<file path="config.mk">
export PLATFORM = sky130hd
export DESIGN_NAME = tero_meas_ctrl
export DESIGN_NICKNAME = d
export VERILOG_FILES = /design/src/rtl/tero_meas_ctrl.sv
export SDC_FILE = /design/constraint.sdc
export NUM_CORES = 1
export LEC_CHECK = 0
export BUFFER_PORTS_ARGS = -buffer_cell sky130_fd_sc_hd__buf_2
export CORE_MARGIN = 5
export CORE_UTILIZATION = 43
export CTS_CLUSTER_DIAMETER = 150
export DETAILED_ROUTE_END_ITERATION = 10
export GPL_TIMING_DRIVEN = 0
export MAX_ROUTING_LAYER = met4
export PLACE_DENSITY = 0.73
export SLEW_MARGIN = 20
export SYNTH_ARGS = -nofsm -noshare
export SYNTH_HDL_FRONTEND = slang
export SYNTH_SLANG_ARGS = --single-unit
export TNS_END_PERCENT = 1
</file>
<file path="constraint.sdc">
create_clock -name clk_i -period 1.4 [get_ports clk_i]
set_input_delay 0.14 -clock clk_i [delete_from_list [all_inputs] [get_ports clk_i]]
set_output_delay 0.14 -clock clk_i [all_outputs]
set_load 0.1 [all_outputs]
</file>
<file path="src/rtl/tero_meas_ctrl.sv">
`default_nettype none
// ============================================================================
// Module   : tero_meas_ctrl
// Purpose  : Scans an array of TERO loops. For each loop it clears the edge
//            counter, lets the loop settle, counts synchronised rising edges
//            of the oscillator over a fixed window and hands the count to a
//            valid/ready consumer before advancing the loop selector.
// Options  : TERO_MEAS_OVF_FLAG_EN - counter saturates instead of wrapping
//            and the result_ovf_o port reports saturation in the window.
// Revision : 1.0 - initial release
// ============================================================================
module tero_meas_ctrl #(
    parameter int NUM_LOOPS     = 32,
    parameter int WINDOW_CYCLES = 1024,
    parameter int SETTLE_CYCLES = 4,
    parameter int CNT_BITS      = 16
) (
    input  logic                         clk_i,
    input  logic                         reset_i,
    input  logic                         start_i,
    input  logic [$clog2(NUM_LOOPS-1):0] tero_sel_i,
    input  logic                         sel_done_i,
    input  logic                         tero_osc_i,
    output logic                         sel_reset_o,
    output logic                         increment_o,
    output logic                         tero_en_o,
    output logic                         result_valid_o,
    input  logic                         result_ready_i,
    output logic [CNT_BITS-1:0]          result_data_o,
    output logic [$clog2(NUM_LOOPS-1):0] result_idx_o,
    output logic                         busy_o,
    output logic                         scan_done_o
`ifdef TERO_MEAS_OVF_FLAG_EN
    ,
    output logic                         result_ovf_o
`endif
);

    localparam int IDX_W = $clog2(NUM_LOOPS-1) + 1;
    localparam int SET_W = $clog2(SETTLE_CYCLES) + 1;
    localparam int WIN_W = $clog2(WINDOW_CYCLES) + 1;
    localparam logic [SET_W-1:0] SETTLE_LAST = SET_W'(SETTLE_CYCLES - 1);
    localparam logic [WIN_W-1:0] WINDOW_LAST = WIN_W'(WINDOW_CYCLES - 1);

    typedef enum logic [2:0] {
        S_IDLE    = 3'd0,
        S_CLEAR   = 3'd1,
        S_ARM     = 3'd2,
        S_MEASURE = 3'd3,
        S_RESULT  = 3'd4,
        S_ADVANCE = 3'd5,
        S_DONE    = 3'd6
    } state_t;

    state_t              state_q, state_d;
    logic [SET_W-1:0]    settle_cnt_q;
    logic [WIN_W-1:0]    win_cnt_q;
    logic [CNT_BITS-1:0] edge_cnt_q;
    logic [IDX_W-1:0]    idx_q;
    logic                sync1_q, sync2_q, prev_q;
    logic                w_rise;
    logic                w_settle_last;
    logic                w_win_last;

    assign w_rise        = sync2_q & ~prev_q;
    assign w_settle_last = (settle_cnt_q == SETTLE_LAST);
    assign w_win_last    = (win_cnt_q == WINDOW_LAST);

    // State register
    always_ff @(posedge clk_i) begin
        if (reset_i) begin
            state_q <= S_IDLE;
        end else begin
            state_q <= state_d;
        end
    end

    // Next-state logic and state-decoded control outputs
    always_comb begin
        state_d        = state_q;
        sel_reset_o    = 1'b0;
        increment_o    = 1'b0;
        tero_en_o      = 1'b0;
        result_valid_o = 1'b0;
        busy_o         = 1'b1;
        scan_done_o    = 1'b0;
        case (state_q)
            S_IDLE: begin
                busy_o = 1'b0;
                if (start_i) state_d = S_CLEAR;
            end
            S_CLEAR: begin
                sel_reset_o = 1'b1;
                state_d     = S_ARM;
            end
            S_ARM: begin
                tero_en_o = 1'b1;
                if (w_settle_last) state_d = S_MEASURE;
            end
            S_MEASURE: begin
                tero_en_o = 1'b1;
                if (w_win_last) state_d = S_RESULT;
            end
            S_RESULT: begin
                result_valid_o = 1'b1;
                if (result_ready_i) state_d = sel_done_i ? S_DONE : S_ADVANCE;
            end
            S_ADVANCE: begin
                increment_o = 1'b1;
                state_d     = S_ARM;
            end
            S_DONE: begin
                busy_o      = 1'b0;
                scan_done_o = 1'b1;
                if (start_i) state_d = S_CLEAR;
            end
            default: begin
                busy_o  = 1'b0;
                state_d = S_IDLE;
            end
        endcase
    end

    // Settle and window timers run only in their own state, so each entry starts at zero
    always_ff @(posedge clk_i) begin
        if (reset_i || state_q != S_ARM) begin
            settle_cnt_q <= '0;
        end else begin
            settle_cnt_q <= settle_cnt_q + SET_W'(1);
        end
        if (reset_i || state_q != S_MEASURE) begin
            win_cnt_q <= '0;
        end else begin
            win_cnt_q <= win_cnt_q + WIN_W'(1);
        end
    end

    // Two-flop synchroniser for the asynchronous oscillator plus previous-sample flop
    always_ff @(posedge clk_i) begin
        if (reset_i) begin
            sync1_q <= 1'b0;
            sync2_q <= 1'b0;
            prev_q  <= 1'b0;
        end else begin
            sync1_q <= tero_osc_i;
            sync2_q <= sync1_q;
            prev_q  <= sync2_q;
        end
    end

`ifdef TERO_MEAS_OVF_FLAG_EN
    localparam logic [CNT_BITS-1:0] CNT_MAX = {CNT_BITS{1'b1}};
    logic ovf_q;

    // Edge counter: cleared while arming, saturates on overflow and remembers it
    always_ff @(posedge clk_i) begin
        if (reset_i || state_q == S_ARM) begin
            edge_cnt_q <= '0;
            ovf_q      <= 1'b0;
        end else if (state_q == S_MEASURE && w_rise) begin
            if (edge_cnt_q == CNT_MAX) begin
                ovf_q <= 1'b1;
            end else begin
                edge_cnt_q <= edge_cnt_q + CNT_BITS'(1);
            end
        end
    end

    assign result_ovf_o = ovf_q & result_valid_o;
`else
    // Edge counter: cleared while arming, wraps modulo 2^CNT_BITS
    always_ff @(posedge clk_i) begin
        if (reset_i || state_q == S_ARM) begin
            edge_cnt_q <= '0;
        end else if (state_q == S_MEASURE && w_rise) begin
            edge_cnt_q <= edge_cnt_q + CNT_BITS'(1);
        end
    end
`endif

    // Capture the selected loop index on the last window cycle so it tags the result
    always_ff @(posedge clk_i) begin
        if (reset_i) begin
            idx_q <= '0;
        end else if (state_q == S_MEASURE && w_win_last) begin
            idx_q <= tero_sel_i;
        end
    end

    assign result_data_o = edge_cnt_q;
    assign result_idx_o  = idx_q;

endmodule
`default_nettype wire

</file>
# Yosys cells after proc, flatten, opt, wreduce, memory -nomap -nowiden
# Cells that the tools add are included.
dict set report op_classes {
  muxes 12
  n_eq_ne 14
  addsub 3
  n_reduce_logical 11
  bitwise 2
}
# op count
set op_table {}
lappend op_table {{adder 16 x 1 -> 16 bit, second input constant} 1}
lappend op_table {{case mux 3 bit (5 select lines)} 1}
lappend op_table {{2-to-1 mux 3 bit} 4}
lappend op_table {{adder 11 x 1 -> 11 bit, second input constant} 1}
lappend op_table {{== test 11 x 10 -> 1 bit, second input constant} 1}
lappend op_table {{== test 3 x 2 -> 1 bit, second input constant} 3}
lappend op_table {{== test 3 bit, second input constant} 3}
lappend op_table {{2-to-1 mux 1 bit} 6}
lappend op_table {{!= test 2 bit, second input constant} 3}
lappend op_table {{!= test 3 x 2 -> 1 bit, second input constant} 2}
lappend op_table {{OR reduction 2 bit} 3}
lappend op_table {{OR reduction 5 bit} 1}
lappend op_table {{AND reduction 4 bit} 1}
lappend op_table {{adder 3 x 1 -> 3 bit, second input constant} 1}
lappend op_table {{== test 3 x 1 -> 1 bit, second input constant} 1}
lappend op_table {{zero test 3 bit} 1}
lappend op_table {{logical OR 1 bit} 3}
lappend op_table {{logical AND 1 bit} 2}
lappend op_table {{2-to-1 mux 2 bit} 1}
lappend op_table {{!= test 2 x 1 -> 1 bit, second input constant} 1}
lappend op_table {{AND 1 bit} 1}
lappend op_table {{inverter 1 bit} 1}
dict set report word_totals {
  register_bits 42
  output_inout_bits 28
}

# Depth between registers and ports, before layout
# Gate-level depths: netlist of run 1.
dict set report depth {
  ltp_word 4
  depth_mapped 7
}

# Worst setup path after synthesis of run 1
# No wires, ideal clock.
dict set report synth_path {
  kind {register to output}
  from {register state_q[2]}
  to {output increment_o}
  t_required_ns 1.260
  arrival_time_ns 2.882
  path_stages_with_launch 3
  path_slack_ns -1.622
  path_cell_list {dfxtp_1 -> clkbuf_1 -> nor3b_1}
}
dict set report synth_via {
  elab_chain_cells 2
}
# item line_no
set synth_rtl {}
lappend synth_rtl {{start, declared} 55} ;# state_t state_q, state_d;
lappend synth_rtl {{start signal, assigned} 74} ;# state_q <= state_d;
lappend synth_rtl {{== test 3 bit} 87} ;# case (state_q)
lappend synth_rtl {{2-to-1 mux 1 bit} 87}
lappend synth_rtl {{end, declared} 25} ;# output logic increment_o,
# No other way between the ends.

# Worst setup path after layout of run 1
dict set report layout_path {
  from {register edge_cnt_q[6] (netlist: result_data_o[6])}
  to {register edge_cnt_q[13] (netlist: result_data_o[13])}
}
dict set report layout_via {
  elab_chain_cells 1
}
# item line_no
set layout_rtl {}
lappend layout_rtl {{start, declared} 58} ;# logic [CNT_BITS-1:0] edge_cnt_q;
lappend layout_rtl {{start signal, assigned} 176} ;# edge_cnt_q <= edge_cnt_q + CNT_BITS'(1);
lappend layout_rtl {{adder 16 x 1 -> 16 bit} 176}
# No other way between the ends.
# A chain may end at the register's enable or synchronous reset.

==> impl_metrics.json, run 1 <==
{
  "hold_end": "sync1_q",
  "cts_hold_buf": 0,
  "ys_seq_elements": 42,
  "grt_usage": 0.172,
  "syn-cell-area_mm2": 0.00186,
  "crit_path_start_kind": "flop",
  "cts_buffers": 5,
  "hpwlAfterDp_um": 2820,
  "num_vias": 1770,
  "n_antenna_cell": 0,
  "yosys_warnings": 0,
  "clk_latency_ns": 0.29,
  "maxCapViolations": 0,
  "grt_max_degree": 13,
  "synth_cell_types": 35,
  "grt_use_met2": 0.277,
  "antenna_found_initial": 0,
  "rsz0062_at_grt": "true",
  "htree_levels": 2,
  "final_common_cell": "buf_2",
  "fmax_mhz": 637,
  "reg2reg_slack_ns": -0.17,
  "r2r-end": "result_data_o[13]",
  "seqCellArea_um2": 893,
  "violations": "negative setup slack",
  "yosys.area.top_type": "dfxtp_1",
  "rows": 24,
  "leakage_nw": 1.05,
  "finalInstanceArea_mm2": 0.00270,
  "cp_data_required_time_ns": 1.63,
  "dp_cells": 300,
  "dr.pass1.iters": 4,
  "final_layout_size_suffix_gt1_frac": 0.432,
  "seq_area_frac_synth": 0.452,
  "grt_util_met1": 0.201,
  "setup_ws_ns": -0.171,
  "syn-num-nets": 225,
  "syn_inst": 209,
  "core-area_mm2": 0.00426,
  "busiest_layer": "met2",
  "ios": 40,
  "die-area_mm2": 0.00574,
  "status": "finished, violations left",
  "min_path_cells": 2,
  "cpPeakStageDelay_ns": 0.50,
  "dp_slack_ns": -0.448,
  "routed_wl_um": 4590,
  "yosysTopAreaCellShare": 0.452,
  "final-hold-violation-count": 0,
  "postSynthAreaPerCell_um2": 8.90,
  "finalCritPeriodShare": 1.12,
  "drtIter0Drc": 66,
  "clockRootBuffer": "clkbuf_8",
  "antenna_left": 0,
  "synth_area_leaders": "dfxtp_1 45%, nor2_1 6.1%, xor2_1 4.2%",
  "p_total_w": 0.00254,
  "hp-start": "tero_osc_i",
  "grt_pass1_wl_um": 7300,
  "wire_per_inst_um": 14.1,
  "globalplace.congestion": 0.771,
  "viasPerCell": 5.45,
  "crit_buf_inv": 1,
  "fill_cells": 342,
  "die_w_um": 75.8,
  "cts_buffer_depth": 2,
  "multi_input_area_mm2": 0.00112,
  "remaining_drc_errors": 0,
  "place_area_mm2": 0.00223,
  "r2r_cells": 5,
  "fin_util": 0.633,
  "area_delta_synth_final_pct": 45.2,
  "crit_path_max_fanout": 3,
  "critPathCaptureType": "flop",
  "arrival_ns": 1.80,
  "hp-class": "in2reg",
  "finalCriticalPeriod_ns": 1.57,
  "peakVddDrop_mv": 0.664,
  "clock_skew_ns": 0.00713,
  "grtUsageMet3": 0.0541,
  "final_cell_mix": "33 x buf_2, 30 x nor2_1, 22 x dfxtp_1",
  "numPortBuffers": 39,
  "cts_tree": "done",
  "tightestPinTransition_ns": 0.493,
  "stdcell_count": 325,
  "worstReg2RegStart": "result_data_o[6]",
  "cp_cell_sequence": "and4_4, nand4_1, buf_4, or4_4, a21oi_2",
  "first_global_vias": 1621,
  "maxSlewViolCount": 0,
  "slowest_stage": "or4_4",
  "fin_nets": 288,
  "critical_path_class": "reg2reg",
  "p_per_area_mw_per_mm2": 942,
  "cts.sinks": 42,
  "maxSlewHeadroom": 0.673,
  "cts.reportedPaths.clkPinSlew_ns": 0.08,
  "grt-ovfl-total": 0,
  "initial_core_util": 0.436,
  "final-setup-viol-count": 21,
  "critPathTopFamily": "simple AND/OR/NAND/NOR gates",
  "die_y_um": 75.8
}
## worst register-to-register path: stages (launching register included)
cell and delay [ns]:
dfxtp_4 0.35, and4_4 0.22, nand4_1 0.14, buf_4 0.18, or4_4 0.50, a21oi_2 0.12
## synthesized netlist by cell type, drive strengths merged
cell and instances:
buf 4, o21a 2, and3b 1, inv 6
nor2b 4, and3 4, nand4 9, dfxtp 42
and4b 1, ha 4, clkbuf 5, nand3b 3
nor3 7, or4 5, nor3b 2, mux2i 7
a31oi 1, nand4bb 1, and2 3, xnor2 7
nand3 9, o211ai 1, o21ai 6, a21oi 11
nor4 1, or3 2, or2 2, nand2b 2
a311oi 1, nor2 30, o31ai 5, nand2 10
xor2 9, and4 2
## flip-flops by register name, indices dropped and copies added, names as in the netlist
register	count
state_q	3
sync1_q	1
result_idx_o	6
settle_cnt_q	3
win_cnt_q	11
result_data_o	16
prev_q	1
sync2_q	1
## how the worst max path moves through the flow
stage               cells after the start  slack (ns)              from                end
global route                            5       -0.22  result_data_o[6]  result_data_o[13]
finish                                  5       -0.17  result_data_o[6]  result_data_o[13]
detailed placement                      4       -0.45        state_q[1]             busy_o
floorplan                               5       -0.38  result_data_o[4]  result_data_o[11]
CTS                                     5       -0.18  result_data_o[0]  result_data_o[14]
global placement                        4       -0.44        state_q[1]             busy_o
## logic make-up (layout without fill, tap and decap cells)
family / after synthesis / count (layout) / synth area share
AOI/OAI and AO/OA: 27 / 27 / 0.0861
buffers and inverters: 15 / 79 / 0.0330
xor gates and xnor gates: 16 / 16 / 0.0754
DFF: 42 / 42 / 0.452
and+or+nand+nor: 98 / 98 / 0.289
adders and majority gates: 4 / 4 / 0.0269
muxes: 7 / 7 / 0.0377
## per-layer routing
layer | wire, um | vias to the layer above
li1 | - | 862
met1 | 1940 | 845
met2 | 2250 | 50
met3 | 281 | 13
met4 | 121 | 0
met5 | 0 | -
## layout make-up
class,instances,share of cell area
repair buffers,58,0.156
clock buffers,7,0.0283
inverters,6,0.00973
flip-flops and latches,42,0.331
plain buffers,7,0.0259
clock inverters,1,0.0111
multi-input cells,152,0.414
well taps,52,0.0241
## where the power goes
part | switching, W | internal [W] | total, W
combinational | 0.000243 | 0.000148 | 0.000391
clock | 0.000411 | 0.000534 | 0.000945
sequential | 0.0000166 | 0.00119 | 0.00121
## repair_timing
| action | 4_1_cts | 5_1_grt |
|---|---|---|
| buffers inserted | 13 | 6 |
| gates resized for setup | 52 | 13 |
| pin swaps | 15 | 11 |
| setup endpoints to repair | 40 | 28 |
## per-stage QoR
step | hold WS, ns | setup TNS [ns]
2_1_floorplan | 0.212 | -7.55
3_3_place_gp | 0.351 | -8.53
3_5_place_dp | 0.358 | -9.05
4_1_cts | 0.0483 | -1.72
5_1_grt | 0.0773 | -3.46
6_report | 0.0525 | -1.74
Power figures use the tool's default switching activity.
==> run 2, diff against run 1 <==
--- a/config.mk
+++ b/config.mk
@@ -13,6 +13,7 @@
 export GPL_TIMING_DRIVEN = 0
 export MAX_ROUTING_LAYER = met4
 export PLACE_DENSITY = 0.73
+export SETUP_SLACK_MARGIN = 0.4
 export SLEW_MARGIN = 20
 export SYNTH_ARGS = -nofsm -noshare
 export SYNTH_HDL_FRONTEND = slang
==> run 2 against run 1 <==
Net effect:
- the flow still finishes with violations (negative setup slack)
- highest routed layer unchanged
- largest cell class unchanged
- clock power increased by 0.7%
- sequential power about the same
- final cell count increased by 1.8%
- worst setup slack got worse by 0.063 ns
- critical path type unchanged
- register-to-register slack got worse by 0.06 ns
==> impl_metrics.json, run 2 (same netlist as run 1, synthesis figures left out) <==
{
  "clockRootBuffer": "clkbuf_8",
  "p_total_w": 0.00258,
  "htree_levels": 2,
  "r2r_cells": 6,
  "peakVddDrop_mv": 0.615,
  "place_area_mm2": 0.00223,
  "rows": 24,
  "finalCritPeriodShare": 1.17,
  "cts_tree": "done",
  "grt_usage": 0.172,
  "tightestPinTransition_ns": 0.486,
  "cp_data_required_time_ns": 1.58,
  "status": "finished, violations left",
  "antenna_left": 0,
  "rsz0062_at_grt": "true",
  "first_global_vias": 1656,
  "p_per_area_mw_per_mm2": 805,
  "num_vias": 1759,
  "maxSlewViolCount": 0,
  "clk_latency_ns": 0.30,
  "cts.reportedPaths.clkPinSlew_ns": 0.08,
  "finalCriticalPeriod_ns": 1.63,
  "worstReg2RegStart": "state_q[2]",
  "area_delta_synth_final_pct": 72.3,
  "grt_max_degree": 13,
  "antenna_found_initial": 0,
  "hp-start": "tero_osc_i",
  "crit_path_max_fanout": 6,
  "die_w_um": 75.8,
  "largest_reg_flops": 16,
  "final_layout_size_suffix_gt1_frac": 0.523,
  "min_path_cells": 2,
  "cts_buffer_depth": 2,
  "viasPerCell": 5.31,
  "cts.sinks": 42,
  "leakage_nw": 1.14,
  "final-setup-viol-count": 26,
  "fill_cells": 274,
  "core-area_mm2": 0.00426,
  "cts_buffers": 5,
  "ios": 40,
  "setup_ws_ns": -0.234,
  "fin_nets": 294,
  "critPathCaptureType": "flop",
  "maxSlewHeadroom": 0.678,
  "finalInstanceArea_mm2": 0.00320,
  "n_antenna_cell": 0,
  "clock_skew_ns": 0.00658,
  "routed_wl_um": 5100,
  "hpwlAfterDp_um": 2820,
  "die-area_mm2": 0.00574,
  "violations": "negative setup slack",
  "drtIter0Drc": 75,
  "grt_pass1_wl_um": 7310,
  "cp-startpoint": "state_q[2]",
  "final-hold-violation-count": 0,
  "remaining_drc_errors": 0,
  "maxCapViolations": 0,
  "hp-class": "in2reg",
  "final_common_cell": "buf_12",
  "arrival_ns": 1.81,
  "final_cell_mix": "25 x buf_12, 20 x nor2_1, 19 x buf_4",
  "dr.pass1.iters": 4,
  "die_y_um": 75.8,
  "numPortBuffers": 39,
  "initial_core_util": 0.436,
  "globalplace.congestion": 0.771,
  "grt-ovfl-total": 0,
  "wire_per_inst_um": 15.4,
  "crit_path_start_kind": "flop",
  "fmax_mhz": 612,
  "critical_path_class": "reg2reg"
}
[run 2: cell types whose count changed in the layout (fill, tap and decap cells not counted), moves of 3 or more]
cell,before,now
buf_12,4,25
buf_2,33,13
buf_6,6,9
buf_8,1,4
dfxtp_1,22,18
nor2_1,30,20
nor2_2,0,4
nor2_4,0,6
[run 2: worst max-delay path: stages (launching register included)]
cell,delay [ns]
dfxtp_4,0.37
nand4bb_4,0.19
or2_1,0.25
buf_6,0.14
buf_4,0.13
o31ai_1,0.34
a21oi_2,0.09
[run 2: stage by stage]
step / worst slack, ns / TNS (ns) / util / hold slack (ns) / cells
final: -0.234 / -3.52 / 0.751 / 0.0613 / 331
after global routing: -0.299 / -5.52 / 0.751 / 0.0893 / 331
after CTS: -0.182 / -3.23 / 0.686 / 0.0483 / 325
after detailed placement: -0.448 / -9.05 / 0.523 / 0.358 / 300
after global placement: -0.443 / -8.53 / 0.523 / 0.351 / 300
after floorplan: -0.383 / -7.55 / - / 0.212 / 209
[run 2: final timing paths]
check,slack [ns],end
worst max-delay path,-0.23,result_data_o[15]
worst min-delay path,0.06,sync1_q
worst max register to register,-0.23,result_data_o[15]
worst min register to register,0.44,sync2_q
[run 2: area by class of cell]
| cell class | instances | area [um^2] | area share |
|---|---|---|---|
| Multi-Input combinational cell | 152 | 1230 | 0.384 |
| Clock buffer | 7 | 76.3 | 0.0238 |
| Clock inverter | 1 | 30.0 | 0.00937 |
| Timing Repair Buffer | 62 | 764 | 0.239 |
| Tap cell | 52 | 65.1 | 0.0203 |
| Buffer | 9 | 109 | 0.0340 |
| Inverter | 6 | 26.3 | 0.00820 |
| Sequential cell | 42 | 903 | 0.282 |
[run 2: what timing repair did]
| action | 4_1_cts | 5_1_grt |
|---|---|---|
| setup endpoints to repair | 64 | 67 |
| buffers inserted | 17 | 6 |
| hold buffers | 0 | 0 |
| pin swaps | 15 | 22 |
| gates resized for setup | 127 | 67 |
[run 2: where the power goes]
part / switching [W] / total [W] / leakage, nW / internal (W)
combinational: 0.000249 / 0.000418 / 0.736 / 0.000169
clock: 0.000418 / 0.000952 / 0.0524 / 0.000534
sequential: 0.0000211 / 0.00121 / 0.355 / 0.00119
[run 2: metal layers]
layer / GRT usage / vias up / share of wire
met4: 0.0563 / 0 / 0.014
met2: 0.275 / 50 / 0.53
met1: 0.203 / 834 / 0.41
met5: - / - / 0
met3: 0.0554 / 8 / 0.044
li1: - / 867 / -
